`src/rtl/imem_loader_pkg.sv`:
```
// Shared definitions for the instruction-memory loader: FSM encoding and frame constants.
package imem_loader_pkg;

    typedef enum logic [2:0] {
        ST_HDR_LO = 3'd0,
        ST_HDR_HI = 3'd1,
        ST_DATA   = 3'd2,
        ST_CSUM   = 3'd3,
        ST_RUN    = 3'd4,
        ST_ERR    = 3'd5
    } state_t;

    localparam int HDR_LEN = 2;

    function automatic logic accepts_bytes(input state_t s);
        logic r;
        case (s)
            ST_HDR_LO, ST_HDR_HI, ST_DATA, ST_CSUM: r = 1'b1;
            default:                                r = 1'b0;
        endcase
        return r;
    endfunction

endpackage

```
`src/rtl/imem_loader_if.sv`:
```
// Byte-stream input and instruction-memory write port of the loader.
interface imem_loader_if #(
    parameter int ADDR_W = 8
);
    logic              in_valid;
    logic [7:0]        in_data;
    logic              in_ready;
    logic              imem_we;
    logic [ADDR_W-1:0] imem_addr;
    logic [31:0]       imem_wdata;

    modport master (
        input  in_valid, in_data,
        output in_ready, imem_we, imem_addr, imem_wdata
    );

    modport slave (
        output in_valid, in_data,
        input  in_ready, imem_we, imem_addr, imem_wdata
    );
endinterface

```
`src/rtl/imem_word_pack.sv`:
```
// Assembles little-endian bytes into 32-bit words; word_valid pulses combinationally
// with the fourth byte so the caller can register the write on the same edge.
module imem_word_pack (
    input  logic        clk,
    input  logic        reset,
    input  logic        clear,
    input  logic        byte_valid,
    input  logic [7:0]  byte_data,
    output logic        word_valid,
    output logic [31:0] word
);

    logic [1:0]  idx_q, idx_d;
    logic [23:0] shift_q, shift_d;

    // Next byte index and shift contents
    always_comb begin
        idx_d   = idx_q;
        shift_d = shift_q;
        if (clear) begin
            idx_d   = 2'd0;
            shift_d = 24'd0;
        end else if (byte_valid) begin
            idx_d   = idx_q + 2'd1;
            shift_d = {byte_data, shift_q[23:8]};
        end else begin
            idx_d   = idx_q;
            shift_d = shift_q;
        end
    end

    // Byte index and partial-word registers
    always_ff @(posedge clk or negedge reset) begin
        if (!reset) begin
            idx_q   <= 2'd0;
            shift_q <= 24'd0;
        end else begin
            idx_q   <= idx_d;
            shift_q <= shift_d;
        end
    end

    assign word_valid = byte_valid && !clear && (idx_q == 2'd3);
    assign word       = {byte_data, shift_q};

endmodule

```
`src/rtl/imem_loader.sv`:
```
// Frame-parsing loader: writes instruction memory and holds the core in reset until
// a checksum-verified image has been received.
module imem_loader
    import imem_loader_pkg::*;
#(
    parameter int ADDR_W    = 8,
    parameter int BASE_ADDR = 0,
    parameter int MAX_WORDS = 2**ADDR_W
) (
    input  logic              clk,
    input  logic              reset,
    imem_loader_if.master     bus,
    input  logic              reload,
    output logic              core_reset,
    output logic              done,
    output logic              error,
    output logic [ADDR_W:0]   words_loaded
);

    state_t            state_q, state_d;
    logic [15:0]       cnt_q, cnt_d;
    logic [7:0]        acc_q, acc_d;
    logic [ADDR_W:0]   wl_q, wl_d;
    logic              done_q, done_d;
    logic              error_q, error_d;
    logic              core_reset_q, core_reset_d;
    logic              in_ready_q, in_ready_d;
    logic              imem_we_q, imem_we_d;
    logic [ADDR_W-1:0] imem_addr_q, imem_addr_d;
    logic [31:0]       imem_wdata_q, imem_wdata_d;

    logic              fire_s;
    logic              pack_clr_s;
    logic              pack_valid_s;
    logic              word_valid_s;
    logic [31:0]       word_s;
    logic [15:0]       hdr_n_s;
    logic              last_word_s;

    assign fire_s       = bus.in_valid && in_ready_q;
    assign pack_valid_s = fire_s && (state_q == ST_DATA);
    assign hdr_n_s      = {bus.in_data, cnt_q[7:0]};
    assign last_word_s  = (32'(wl_q) + 32'd1) == {16'd0, cnt_q};

    imem_word_pack u_pack (
        .clk        (clk),
        .reset      (reset),
        .clear      (pack_clr_s),
        .byte_valid (pack_valid_s),
        .byte_data  (bus.in_data),
        .word_valid (word_valid_s),
        .word       (word_s)
    );

    // Next-state, accumulator, word counter and registered-output logic
    always_comb begin
        state_d      = state_q;
        cnt_d        = cnt_q;
        acc_d        = acc_q;
        wl_d         = wl_q;
        done_d       = done_q;
        error_d      = error_q;
        core_reset_d = core_reset_q;
        imem_we_d    = 1'b0;
        imem_addr_d  = imem_addr_q;
        imem_wdata_d = imem_wdata_q;
        pack_clr_s   = 1'b0;

        case (state_q)
            ST_HDR_LO: begin
                if (fire_s) begin
                    cnt_d[7:0] = bus.in_data;
                    acc_d      = acc_q ^ bus.in_data;
                    state_d    = ST_HDR_HI;
                end else begin
                    state_d = ST_HDR_LO;
                end
            end
            ST_HDR_HI: begin
                if (fire_s) begin
                    cnt_d[15:8] = bus.in_data;
                    acc_d       = acc_q ^ bus.in_data;
                    if ({16'd0, hdr_n_s} > 32'(MAX_WORDS)) begin
                        state_d = ST_ERR;
                        error_d = 1'b1;
                    end else if (hdr_n_s == 16'd0) begin
                        state_d = ST_CSUM;
                    end else begin
                        state_d = ST_DATA;
                    end
                end else begin
                    state_d = ST_HDR_HI;
                end
            end
            ST_DATA: begin
                if (fire_s) begin
                    acc_d = acc_q ^ bus.in_data;
                end else begin
                    acc_d = acc_q;
                end
                if (word_valid_s) begin
                    imem_we_d    = 1'b1;
                    imem_addr_d  = ADDR_W'(BASE_ADDR) + wl_q[ADDR_W-1:0];
                    imem_wdata_d = word_s;
                    wl_d         = wl_q + 1'b1;
                    state_d      = last_word_s ? ST_CSUM : ST_DATA;
                end else begin
                    state_d = ST_DATA;
                end
            end
            ST_CSUM: begin
                if (fire_s) begin
                    if (bus.in_data == acc_q) begin
                        state_d      = ST_RUN;
                        done_d       = 1'b1;
                        core_reset_d = 1'b1;
                    end else begin
                        state_d = ST_ERR;
                        error_d = 1'b1;
                    end
                end else begin
                    state_d = ST_CSUM;
                end
            end
            ST_RUN, ST_ERR: begin
                // A new load starts from a clean slate; memory contents are left as-is
                if (reload) begin
                    state_d      = ST_HDR_LO;
                    core_reset_d = 1'b0;
                    done_d       = 1'b0;
                    error_d      = 1'b0;
                    wl_d         = '0;
                    acc_d        = 8'd0;
                    cnt_d        = 16'd0;
                    pack_clr_s   = 1'b1;
                end else begin
                    state_d = state_q;
                end
            end
            default: begin
                state_d = ST_HDR_LO;
            end
        endcase

        in_ready_d = accepts_bytes(state_d);
    end

    // State and output registers
    always_ff @(posedge clk or negedge reset) begin
        if (!reset) begin
            state_q      <= ST_HDR_LO;
            cnt_q        <= 16'd0;
            acc_q        <= 8'd0;
            wl_q         <= '0;
            done_q       <= 1'b0;
            error_q      <= 1'b0;
            core_reset_q <= 1'b0;
            in_ready_q   <= 1'b0;
            imem_we_q    <= 1'b0;
            imem_addr_q  <= '0;
            imem_wdata_q <= 32'd0;
        end else begin
            state_q      <= state_d;
            cnt_q        <= cnt_d;
            acc_q        <= acc_d;
            wl_q         <= wl_d;
            done_q       <= done_d;
            error_q      <= error_d;
            core_reset_q <= core_reset_d;
            in_ready_q   <= in_ready_d;
            imem_we_q    <= imem_we_d;
            imem_addr_q  <= imem_addr_d;
            imem_wdata_q <= imem_wdata_d;
        end
    end

    assign bus.in_ready   = in_ready_q;
    assign bus.imem_we    = imem_we_q;
    assign bus.imem_addr  = imem_addr_q;
    assign bus.imem_wdata = imem_wdata_q;
    assign core_reset     = core_reset_q;
    assign done           = done_q;
    assign error          = error_q;
    assign words_loaded   = wl_q;

endmodule
```
`src/flat_wrapper.sv`:
```
// flat-port wrapper written by rule: the top's interface ports become plain ports
module imem_loader_flat import imem_loader_pkg::*;
#(
    parameter int ADDR_W    = 8,
    parameter int BASE_ADDR = 0,
    parameter int MAX_WORDS = 2**ADDR_W
)
  (clk, reset, reload, core_reset, done, error, words_loaded, bus_in_valid, bus_in_data, bus_in_ready, bus_imem_we, bus_imem_addr, bus_imem_wdata);
  imem_loader_if #(.ADDR_W(ADDR_W)) bus_i ();
  input  logic clk;
  input  logic reset;
  input  logic reload;
  output logic core_reset;
  output logic done;
  output logic error;
  output logic [ADDR_W:0] words_loaded;
  input wire logic [$bits(bus_i.in_valid)-1:0] bus_in_valid;
  input wire logic [$bits(bus_i.in_data)-1:0] bus_in_data;
  output wire logic [$bits(bus_i.in_ready)-1:0] bus_in_ready;
  output wire logic [$bits(bus_i.imem_we)-1:0] bus_imem_we;
  output wire logic [$bits(bus_i.imem_addr)-1:0] bus_imem_addr;
  output wire logic [$bits(bus_i.imem_wdata)-1:0] bus_imem_wdata;
  assign bus_i.in_valid = bus_in_valid;
  assign bus_i.in_data = bus_in_data;
  assign bus_in_ready = bus_i.in_ready;
  assign bus_imem_we = bus_i.imem_we;
  assign bus_imem_addr = bus_i.imem_addr;
  assign bus_imem_wdata = bus_i.imem_wdata;
  imem_loader #(.ADDR_W(ADDR_W), .BASE_ADDR(BASE_ADDR), .MAX_WORDS(MAX_WORDS)) u_core (.clk(clk), .reset(reset), .bus(bus_i), .reload(reload), .core_reset(core_reset), .done(done), .error(error), .words_loaded(words_loaded));
endmodule
```
`config.mk`:
```
export PLATFORM = sky130hd
export DESIGN_NAME = imem_loader_flat
export DESIGN_NICKNAME = d
export VERILOG_FILES = /design/src/rtl/imem_loader_pkg.sv /design/src/rtl/imem_loader_if.sv /design/src/rtl/imem_word_pack.sv /design/src/rtl/imem_loader.sv /design/src/flat_wrapper.sv
export SDC_FILE = /design/constraint.sdc
export NUM_CORES = 1
export LEC_CHECK = 0
export ABC_AREA = 1
export CORE_AREA = 2 2 115 117
export DETAILED_ROUTE_END_ITERATION = 10
export DIE_AREA = 0 0 117 119
export PLACE_DENSITY_LB_ADDON = 0.2
export SKIP_LAST_GASP = 1
export SLEW_MARGIN = 0
export SYNTH_ARGS = -nofsm -noshare
export SYNTH_HDL_FRONTEND = slang
export SYNTH_SLANG_ARGS = --single-unit
```
`constraint.sdc`:
```
create_clock -name clk -period 2.75 [get_ports clk]
set_input_delay 0.4125 -clock clk [delete_from_list [all_inputs] [get_ports clk]]
set_output_delay 0.4125 -clock clk [all_outputs]
set_load 0.02 [all_outputs]
```
==> results_dict.tcl <==
set metrics [dict create \
    outcome "completed" \
    final_cell_mix "119 x nand2_1, 106 x dfrtp_1, 82 x inv_1" \
    diodes 0 \
    grt_pass1_vias 3629 \
    min_period_over_period 0.707 \
    area_delta_synth_final_pct 24.7 \
    crit_path_end_kind "flop" \
    postRouteWirelength_um 11000 \
    critPathMaxStageDelay_ps 520 \
    drtIter0Drc 256 \
    clk_latency_ps 350 \
    final_common_cell "nand2_1" \
    cp_slowest_cell "dfrtp_1" \
    grt_setup_unrepaired "no" \
    setup_tns_ps 0 \
    htreeDepth 3 \
    cts-root-buf "clkbuf_16" \
    relSlewSlack 0.597 \
    finalSetupViolCount 0 \
    synthCells 536 \
    syn_area_um2 4710 \
    drc 0 \
    clock.fmax_mhz 514 \
    synth.net_count 550 \
    postRouteAntennaNets 0 \
    ios 66 \
    finalNonFillerCells 783 \
    grt_pass1_wl_um 18300 \
    die_w_um 117 \
    overflow 0 \
    core_um2 12900 \
    grtUsageTotal 0.169 \
    cp_cell_sequence "inv_2, nand2_2, inv_2, nand2_2, nand2_1, buf_4, inv_1, nand2_1, o21ai_0" \
    hold_depth 2 \
    reg2reg_depth 9 \
    synth_fa_ha_area_frac 0.00532 \
    synth_xor_area_frac 0.0197 \
    dieArea_um2 13900 \
    slew_violations 0 \
    synth_simple_gate_area_share 0.195 \
    fin_total_pwr_w 0.00447 \
    finalHoldViolations 0 \
    holdCritPathClass "reg2reg" \
    drv_cap 0 \
    skew_ps 8.56 \
    cts_hold_buf 1 \
    worst_pin_slew_ps 604 \
    ys_seq_area_frac 0.564 \
    port_buffers 65 \
    gp_congestion 0.831 \
    vias 3726 \
    fin_nets 617 \
    clock_path_buffers 2 \
    synth_compound_area_frac 0.128 \
    cts-buffers-inserted 9 \
    cp.required_ps 2980 \
    initial_core_util 0.366 \
    vias_per_cell 4.76 \
    cts-resized-gates 0 \
    fillers 1260 \
    p_leak_nw 2.68 \
    synth_area_per_cell_um2 8.78 \
    worstSetupPathType "reg2reg" \
    critPathArrivalTime_ps 2170 \
    yosys_warnings 0 \
    antenna_found_initial 0 \
    fp-row-count 42 \
    dp_cells 767 \
    path_max_fanout 26 \
    die_h_um 119 \
    drive_gt1_frac 0.0626 \
    dp_hpwl_um 7860 \
    power.density_nw_per_um2 761 \
    fin_util 0.456 \
    ys_types 31 \
    clock_sinks 106 \
    ys_ff_latch 106 \
    postCtsSetupBuffers 0 \
    clkSlewWorstSetupHoldPaths_ps 70 \
    synth_top_family_by_area "simple AND/OR/NAND/NOR gates" \
    peakVddDrop_uv 500 \
    grt_max_degree 65 \
    drtPass1Iterations 4 \
    cp-start-kind "flop" \
    cts_tree "done" \
    wl_per_cell_um 14.0 \
    fin_crit_ps 1940 \
    muxShareOfSynthArea 0 \
]
==> worst max-delay path: cells and delay by family, from the launching register on <==
kind	cells	cell delay [ps]
buf+inv	4	700
compound gates	1	80
flops	1	520
simple gates	4	500
==> layout make-up <==
type | instances | area, um^2 | area share
multi-input cells | 326 | 1640 | 0.279
flip-flops and latches | 106 | 2650 | 0.452
clock buffers | 9 | 225 | 0.0384
repair buffers | 73 | 736 | 0.125
well taps | 176 | 220 | 0.0375
clock inverters | 6 | 75.1 | 0.0128
inverters | 87 | 327 | 0.0556
==> worst paths after layout <==
path | to | slack [ps] | from
max in group asynchronous | u_core.bus.imem_wdata[26] | 1500 | reset
hold reg to reg | u_core.bus.imem_wdata[12] | 480 | u_core.bus.imem_wdata[12]
hold / removal | u_core.bus.imem_wdata[12] | 480 | u_core.bus.imem_wdata[12]
setup / recovery | u_core.u_pack.idx_q[0] | 810 | u_core.state_q[1]
setup reg to reg | u_core.u_pack.idx_q[0] | 810 | u_core.state_q[1]
min in group asynchronous | u_core.u_pack.shift_q[3] | 490 | reset
==> flip-flops by register name (all words and copies together), names as in the netlist, 2 cells and up <==
| signal | count |
|---|---|
| u_core.acc_q | 8 |
| u_core.bus.imem_addr | 8 |
| u_core.bus.imem_wdata | 32 |
| u_core.cnt_q | 16 |
| u_core.state_q | 3 |
| u_core.u_pack.idx_q | 2 |
| u_core.u_pack.shift_q | 24 |
| u_core.words_loaded | 9 |
==> through the flow <==
step                worst slack, ps  instance area [um^2]  hold slack, ps
finish                          806                  5870             484
detailed placement              526                  5560             320
global route                    645                  5870             504
CTS                             773                  5870             490
floorplan                      1140                  4710             117
global placement                551                  5560             316
==> layer usage <==
layer / share of wire / wire length (um) / track usage
met1: 0.48 / 5300 / 0.239
met2: 0.47 / 5110 / 0.258
met3: 0.035 / 378 / 0.0295
met4: 0.015 / 164 / 0.0669
met5: 0 / 0 / 0
==> power breakdown <==
part | internal (W) | switching [W] | leakage (nW)
combinational | 0.000463 | 0.000768 | 1.10
clock | 0.000714 | 0.000598 | 0.144
sequential | 0.00178 | 0.000147 | 1.44
total | 0.00295 | 0.00151 | 2.68
==> cell usage after synthesis <==
| library cell | count | area share |
|---|---|---|
| buf_2 | 8 | 0.0085 |
| a21oi_1 | 2 | 0.0021 |
| o21ai_2 | 2 | 0.0037 |
| nand3_4 | 1 | 0.0037 |
| ha_1 | 2 | 0.0053 |
| xor2_1 | 1 | 0.0019 |
| a221oi_4 | 1 | 0.0056 |
| buf_6 | 2 | 0.0048 |
| buf_4 | 1 | 0.0016 |
| xnor3_1 | 1 | 0.0048 |
| nor2_1 | 38 | 0.030 |
| nor2_2 | 2 | 0.0027 |
| o21ai_0 | 51 | 0.054 |
| nor3_1 | 1 | 0.0011 |
| nor2_4 | 1 | 0.0024 |
| nand2_2 | 2 | 0.0027 |
| nor4_4 | 1 | 0.0045 |
| inv_1 | 82 | 0.065 |
| o21bai_1 | 1 | 0.0016 |
| clkbuf_1 | 6 | 0.0048 |
| clkinv_1 | 2 | 0.0016 |
| xnor2_1 | 7 | 0.013 |
| nand3_2 | 2 | 0.0043 |
| nand4_1 | 6 | 0.0080 |
| inv_2 | 3 | 0.0024 |
| o21ai_1 | 9 | 0.0096 |
| o22ai_1 | 37 | 0.049 |
| dfrtp_1 | 106 | 0.56 |
| nand3_1 | 38 | 0.040 |
| nand2_1 | 119 | 0.095 |
| o211ai_1 | 1 | 0.0016 |
==> cell families (layout without fill, tap and decap cells) <==
kind of cell,count (synthesis),after routing
AO/OA/AOI/OAI,104,104
XOR/XNOR,9,9
adder cells (fa/ha/maj),2,2
buffers and inverters,104,175
flip-flops,106,106
AND/OR/NAND/NOR,211,211
Note: power is estimated with default switching activity, not from simulation.
==> RTL edit 1 (same settings) <==
Reset style: synchronous (`reset`), changed in 2 clocked blocks.
--- a/src/rtl/imem_word_pack.sv
+++ b/src/rtl/imem_word_pack.sv
@@ -30,7 +30,7 @@
     end
 
     // Byte index and partial-word registers
-    always_ff @(posedge clk or negedge reset) begin
+    always_ff @(posedge clk) begin
         if (!reset) begin
             idx_q   <= 2'd0;
             shift_q <= 24'd0;
--- a/src/rtl/imem_loader.sv
+++ b/src/rtl/imem_loader.sv
@@ -146,7 +146,7 @@
     end
 
     // State and output registers
-    always_ff @(posedge clk or negedge reset) begin
+    always_ff @(posedge clk) begin
         if (!reset) begin
             state_q      <= ST_HDR_LO;
             cnt_q        <= 16'd0;
Function: differs if reset is asserted again (counterexample within 4 cycles, from zero or initial values and one cycle with reset low); with reset held inactive, the same outputs for 10 cycles.
==> RTL edit 1 against the original RTL <==
Routed wire length grew 2.7%; design area down 5.2%; sequential cell count did not move; area after synthesis fell by 5.4%; core utilization shrank 2.4 points; worst setup slack better by 0.012 ns; critical path type is now reg2out; critical endpoint is now words_loaded[2].
Power is not compared: it rests on default switching activity, and its combinational part moved more than twofold at a synthesized area within 25%.
==> RTL edit 1: results (changes against the original RTL) <==
\begin{tabular}{lr}
\hline
Metric & Value \\
\hline
\multicolumn{2}{l}{\textbf{Yosys}} \\
Synth cell types & 27 (-13\%) \\
Post-Synthesis Net Count & 616 (+12\%) \\
Most used flip-flop cell after synthesis & dfxtp\_1 \\
Synth warn & 0 (unchanged) \\
Dominant cells by area after synthesis & dfxtp\_1, nand2\_1, nor2\_1 \\
Synth cell count leaders & nand2\_1, dfxtp\_1, nor2\_1, o21ai\_0, a21oi\_1 \\
Sequential-to-total area share from yosys stat & 0.477 (-0.0867) \\
Fraction of synthesis flops using an asynchronous set or reset pin & 0 (-1.00) \\
\multicolumn{2}{l}{\textbf{Routing}} \\
Number of design-rule violations left by the first detailed-router iteration & 324 (+27\%) \\
1st-pass router iterations & 4 (unchanged) \\
Per-cell routed wire length & 13.4 microns (-4.4\%) \\
Via density & 4.79 (+0.65\%) \\
\multicolumn{2}{l}{\textbf{Worst setup path}} \\
Largest stage delay on the critical path & 0.66 ns (+0.14 ns) \\
Number of cells on the worst reg-to-reg path & 9 (unchanged) \\
Register-to-register path setup slack & 0.93 ns (+0.12 ns) \\
Slowest cell on crit path & clkdlybuf4s50\_1 \\
Launch instance of the worst register-to-register path & u\_core.words\_loaded[1]\$\_SDFFE\_PN0P\_ \\
Endpoint of the most critical register-to-register path & u\_core.state\_q[0]\$\_SDFF\_PN0\_ \\
Top fanout value on the critical path & 9 (-65\%) \\
Arrival time at the worst endpoint & 1.52 ns (-0.65 ns) \\
Top Family by Delay on Critical Path & buffers and inverters \\
Start point of the critical path & u\_core.words\_loaded[2]\$\_SDFFE\_PN0P\_ \\
Critical path endpoint & words\_loaded[2] \\
\multicolumn{2}{l}{\textbf{Clock tree}} \\
Clock input transition at the sequential cells of the worst setup and hold paths & 0.07 ns (about the same) \\
Clock latency on the worst-skew pair & 0.35 ns (about the same) \\
Post-CTS setup buffer count & 0 (unchanged) \\
Post-CTS sizing & 0 (unchanged) \\
Bufs on Longest Clock Path & 2 (unchanged) \\
H-tree depth & 3 (unchanged) \\
\multicolumn{2}{l}{\textbf{GRT}} \\
Global-route wire length before repair & 18,700 microns (+2.2\%) \\
Antenna violations before repair & 0 (unchanged) \\
Number of global-route vias before repair & 3,717 (+2.4\%) \\
Pin count of the biggest net entering global routing & 58 (-11\%) \\
GR Util All Layers & 0.170 (+0.00153) \\
\multicolumn{2}{l}{\textbf{Placement}} \\
Placed wire-length estimate & 8180 microns (+4.0\%) \\
Routability cong. & 0.824 (-0.83\%) \\
\multicolumn{2}{l}{\textbf{STA}} \\
Max\_slew headroom & 0.678 (+0.0808) \\
Worst setup skew after layout & 0.00678 ns (-0.00178 ns) \\
\multicolumn{2}{l}{\textbf{Run status}} \\
Outcome & finished, final reports clean \\
\multicolumn{2}{l}{\textbf{Finish}} \\
Share of post-route cells with drive strength above 1 & 0.0632 (+0.000555) \\
Largest register FFs & 32 (unchanged) \\
Number of nets in the layout & 674 (+9.2\%) \\
\hline
\end{tabular}
==> RTL edit 1: tightest hold or removal path: cells and delay by family, from the launching register on <==
kind	cells	cell delay, ns
simple gates	1	0.06
compound gates	1	0.06
flops	1	0.31
==> RTL edit 1: how the worst min path moves through the flow <==
stage	startpoint	to	slack [ns]	depth (start not counted)
finish	u_core.cnt_q[15]$_SDFFE_PN0P_	u_core.cnt_q[15]$_SDFFE_PN0P_	0.47	2
global route	u_core.u_pack.shift_q[1]$_SDFFE_PP0P_	u_core.u_pack.shift_q[1]$_SDFFE_PP0P_	0.49	2
CTS	u_core.u_pack.shift_q[3]$_SDFFE_PP0P_	u_core.u_pack.shift_q[3]$_SDFFE_PP0P_	0.47	2
detailed placement	u_core.u_pack.shift_q[7]$_SDFFE_PP0P_	u_core.u_pack.shift_q[7]$_SDFFE_PP0P_	0.46	2
global placement	u_core.u_pack.shift_q[3]$_SDFFE_PP0P_	u_core.u_pack.shift_q[3]$_SDFFE_PP0P_	0.45	2
floorplan	u_core.u_pack.shift_q[2]$_SDFFE_PP0P_	u_core.u_pack.shift_q[2]$_SDFFE_PP0P_	0.44	2
==> RTL edit 1: area by class of cell <==
class,instances,area [sq um]
sequential,106,2120
tap,176,220
clock buffer,9,225
clock inverter,7,83.8
multi-input combinational,417,1990
fill,1347,7310
timing repair buffer,75,738
inverter,51,191
==> RTL edit 1: layer usage <==
| layer | part of all wire | wire length [microns] | GRT usage |
|---|---|---|---|
| met5 | 0 | 0 | 0 |
| met1 | 0.51 | 5710 | 0.241 |
| met3 | 0.048 | 545 | 0.0489 |
| met4 | 0.011 | 127 | 0.0449 |
| met2 | 0.43 | 4860 | 0.254 |
==> RTL edit 1: cells by family (layout without fill, tap and decap cells) <==
family | Yosys count | after routing | share of synthesized area
AOI/OAI and AO/OA | 151 | 151 | 0.182
xor gates and xnor gates | 9 | 9 | 0.0177
adders and majority gates | 2 | 2 | 0.00562
buffers and inverters | 79 | 142 | 0.0767
DFF | 106 | 106 | 0.477
and+or+nand+nor | 255 | 255 | 0.241
==> RTL edit 1: metrics by stage <==
step / instance area (sq um) / hold slack, ns / setup WS [ns] / total power [W] / std cells
6_report: 5570 / 0.475 / 0.818 / 0.00320 / 841
3_5_place_dp: 5260 / 0.459 / 0.485 / 0.00190 / 825
3_3_place_gp: 5260 / 0.454 / 0.549 / 0.00189 / 825
2_1_floorplan: 4450 / 0.443 / 1.16 / 0.00182 / 602
5_1_grt: 5570 / 0.494 / 0.662 / 0.00333 / 841
4_1_cts: 5570 / 0.472 / 0.798 / 0.00323 / 841
==> RTL edit 1: report_power, final <==
group	switching, W	total (W)	internal [W]
clock	0.000616	0.00134	0.000723
sequential	0.0000263	0.00160	0.00157
combinational	0.000162	0.000262	0.0000996
==> RTL edit 2 (same flow settings) <==
Made on the original files. `ADDR_W` is set to 8 in 3 places; all go to 6.
--- a/src/rtl/imem_loader_if.sv
+++ b/src/rtl/imem_loader_if.sv
@@ -1,6 +1,6 @@
 // Byte-stream input and instruction-memory write port of the loader.
 interface imem_loader_if #(
-    parameter int ADDR_W = 8
+    parameter int ADDR_W = 6
 );
     logic              in_valid;
     logic [7:0]        in_data;
--- a/src/rtl/imem_loader.sv
+++ b/src/rtl/imem_loader.sv
@@ -3,7 +3,7 @@
 module imem_loader
     import imem_loader_pkg::*;
 #(
-    parameter int ADDR_W    = 8,
+    parameter int ADDR_W    = 6,
     parameter int BASE_ADDR = 0,
     parameter int MAX_WORDS = 2**ADDR_W
 ) (
--- a/src/flat_wrapper.sv
+++ b/src/flat_wrapper.sv
@@ -1,7 +1,7 @@
 // flat-port wrapper written by rule: the top's interface ports become plain ports
 module imem_loader_flat import imem_loader_pkg::*;
 #(
-    parameter int ADDR_W    = 8,
+    parameter int ADDR_W    = 6,
     parameter int BASE_ADDR = 0,
     parameter int MAX_WORDS = 2**ADDR_W
 )
Interface: changed (resized bus_imem_addr and words_loaded); port bits go from 66 to 62. No check against the original RTL was run, so the function may have changed too.
==> RTL edit 2 against the original RTL <==
Register-to-register slack improved by 0.10 ns; total power decreased by 2.7%; synthesized cell count decreased by 3.9%; via count decreased by 3.4%; highest routed layer unchanged; routed wire length decreased by 6.7%; global-route usage decreased by 1.2 points; area after synthesis decreased by 4.8%; clock skew about the same; design area decreased by 4.7%; combinational power decreased by 9%; sequential cell count decreased by 4; worst setup slack improved by 0.011 ns.
==> RTL edit 2: results (changes against the original RTL) <==
\begin{tabular}{lr}
\hline
Metric & Value \\
\hline
\multicolumn{2}{l}{\textbf{Run status}} \\
Outcome & finished, final reports clean \\
\multicolumn{2}{l}{\textbf{Power and ir drop}} \\
Leakage power & 2.59 nW (-3.2\%) \\
Maximum ir drop on the vdd rail & 540 uV (+8.0\%) \\
Power Internal & 0.00284 W (-3.8\%) \\
\multicolumn{2}{l}{\textbf{Yosys}} \\
Avg Inst Size Synth & 8.70 sq um (-0.93\%) \\
Share of the synthesized netlist area taken by xor and xnor gates & 0 (-0.0197) \\
Post-synthesis compound-gate area fraction & 0.134 (+0.00645) \\
Synth cell types & 30 (-3.2\%) \\
Sequential-to-total area share from yosys stat & 0.570 (+0.00614) \\
Post-Synthesis Net Count & 529 (-3.8\%) \\
Adder-cell share of the synthesized area & 0.00559 (+0.000269) \\
\multicolumn{2}{l}{\textbf{Worst setup path}} \\
Arrival time at the worst endpoint & 2.20 ns (+0.03 ns) \\
Start point of the critical path & bus\_in\_valid \\
Number of cells on the worst reg-to-reg path & 8 (-1) \\
\multicolumn{2}{l}{\textbf{STA}} \\
Worst Tran Pin Value & 0.612 ns (+0.00789 ns) \\
Worst-case hold slack & 0.0586 ns (-0.425 ns) \\
\multicolumn{2}{l}{\textbf{Routing}} \\
Number of design-rule violations left by the first detailed-router iteration & 304 (+19\%) \\
Routed length on met2 & 4490 microns (-12\%) \\
Via density & 4.76 (about the same) \\
Routed WL & 10,200 microns (-6.7\%) \\
\multicolumn{2}{l}{\textbf{GRT}} \\
GR Util All Layers & 0.157 (-0.0121) \\
Pin count of the biggest net entering global routing & 62 (-4.6\%) \\
\multicolumn{2}{l}{\textbf{Finish}} \\
Number of nets in the layout & 590 (-4.4\%) \\
Share of post-route cells with drive strength above 1 & 0.0740 (+0.0114) \\
\multicolumn{2}{l}{\textbf{Placement}} \\
Placed wire-length estimate & 7350 microns (-6.6\%) \\
Number of buffers added on ports & 61 (-6.2\%) \\
Placement Cell Area & 5280 sq um (-5.1\%) \\
Post-placement setup slack & 0.494 ns (-0.0317 ns) \\
\multicolumn{2}{l}{\textbf{Worst hold path}} \\
Classification of the worst-slack hold path & in2async \\
\hline
\end{tabular}
-- RTL edit 2: worst max-delay path: stages --
cell and delay, ns:
clkdlybuf4s50_1 0.39, nand2_1 0.07, clkinv_1 0.23, nand3_4 0.16, buf_4 0.29, nand2_2 0.35, inv_1 0.16, nand2_1 0.05
o21ai_0 0.07
-- RTL edit 2: layout make-up --
| cell class | count | area [sq um] |
|---|---|---|
| Inverter | 76 | 285 |
| Tap cell | 176 | 220 |
| Clock buffer | 9 | 225 |
| Multi-Input combinational cell | 320 | 1550 |
| Fill cell | 1277 | 7280 |
| Timing Repair Buffer | 67 | 666 |
| Clock inverter | 7 | 91.3 |
| Sequential cell | 102 | 2550 |
-- RTL edit 2: power groups by stage --
stage / clock network, W / logic [W] / registers [W]
final: 0.00135 / 0.00112 / 0.00187
after global routing: 0.00144 / 0.00130 / 0.00191
after CTS: 0.00138 / 0.00114 / 0.00187
after detailed placement: 0 / 0.00113 / 0.00190
after global placement: 0 / 0.00111 / 0.00189
after floorplan: 0 / 0.000853 / 0.00189
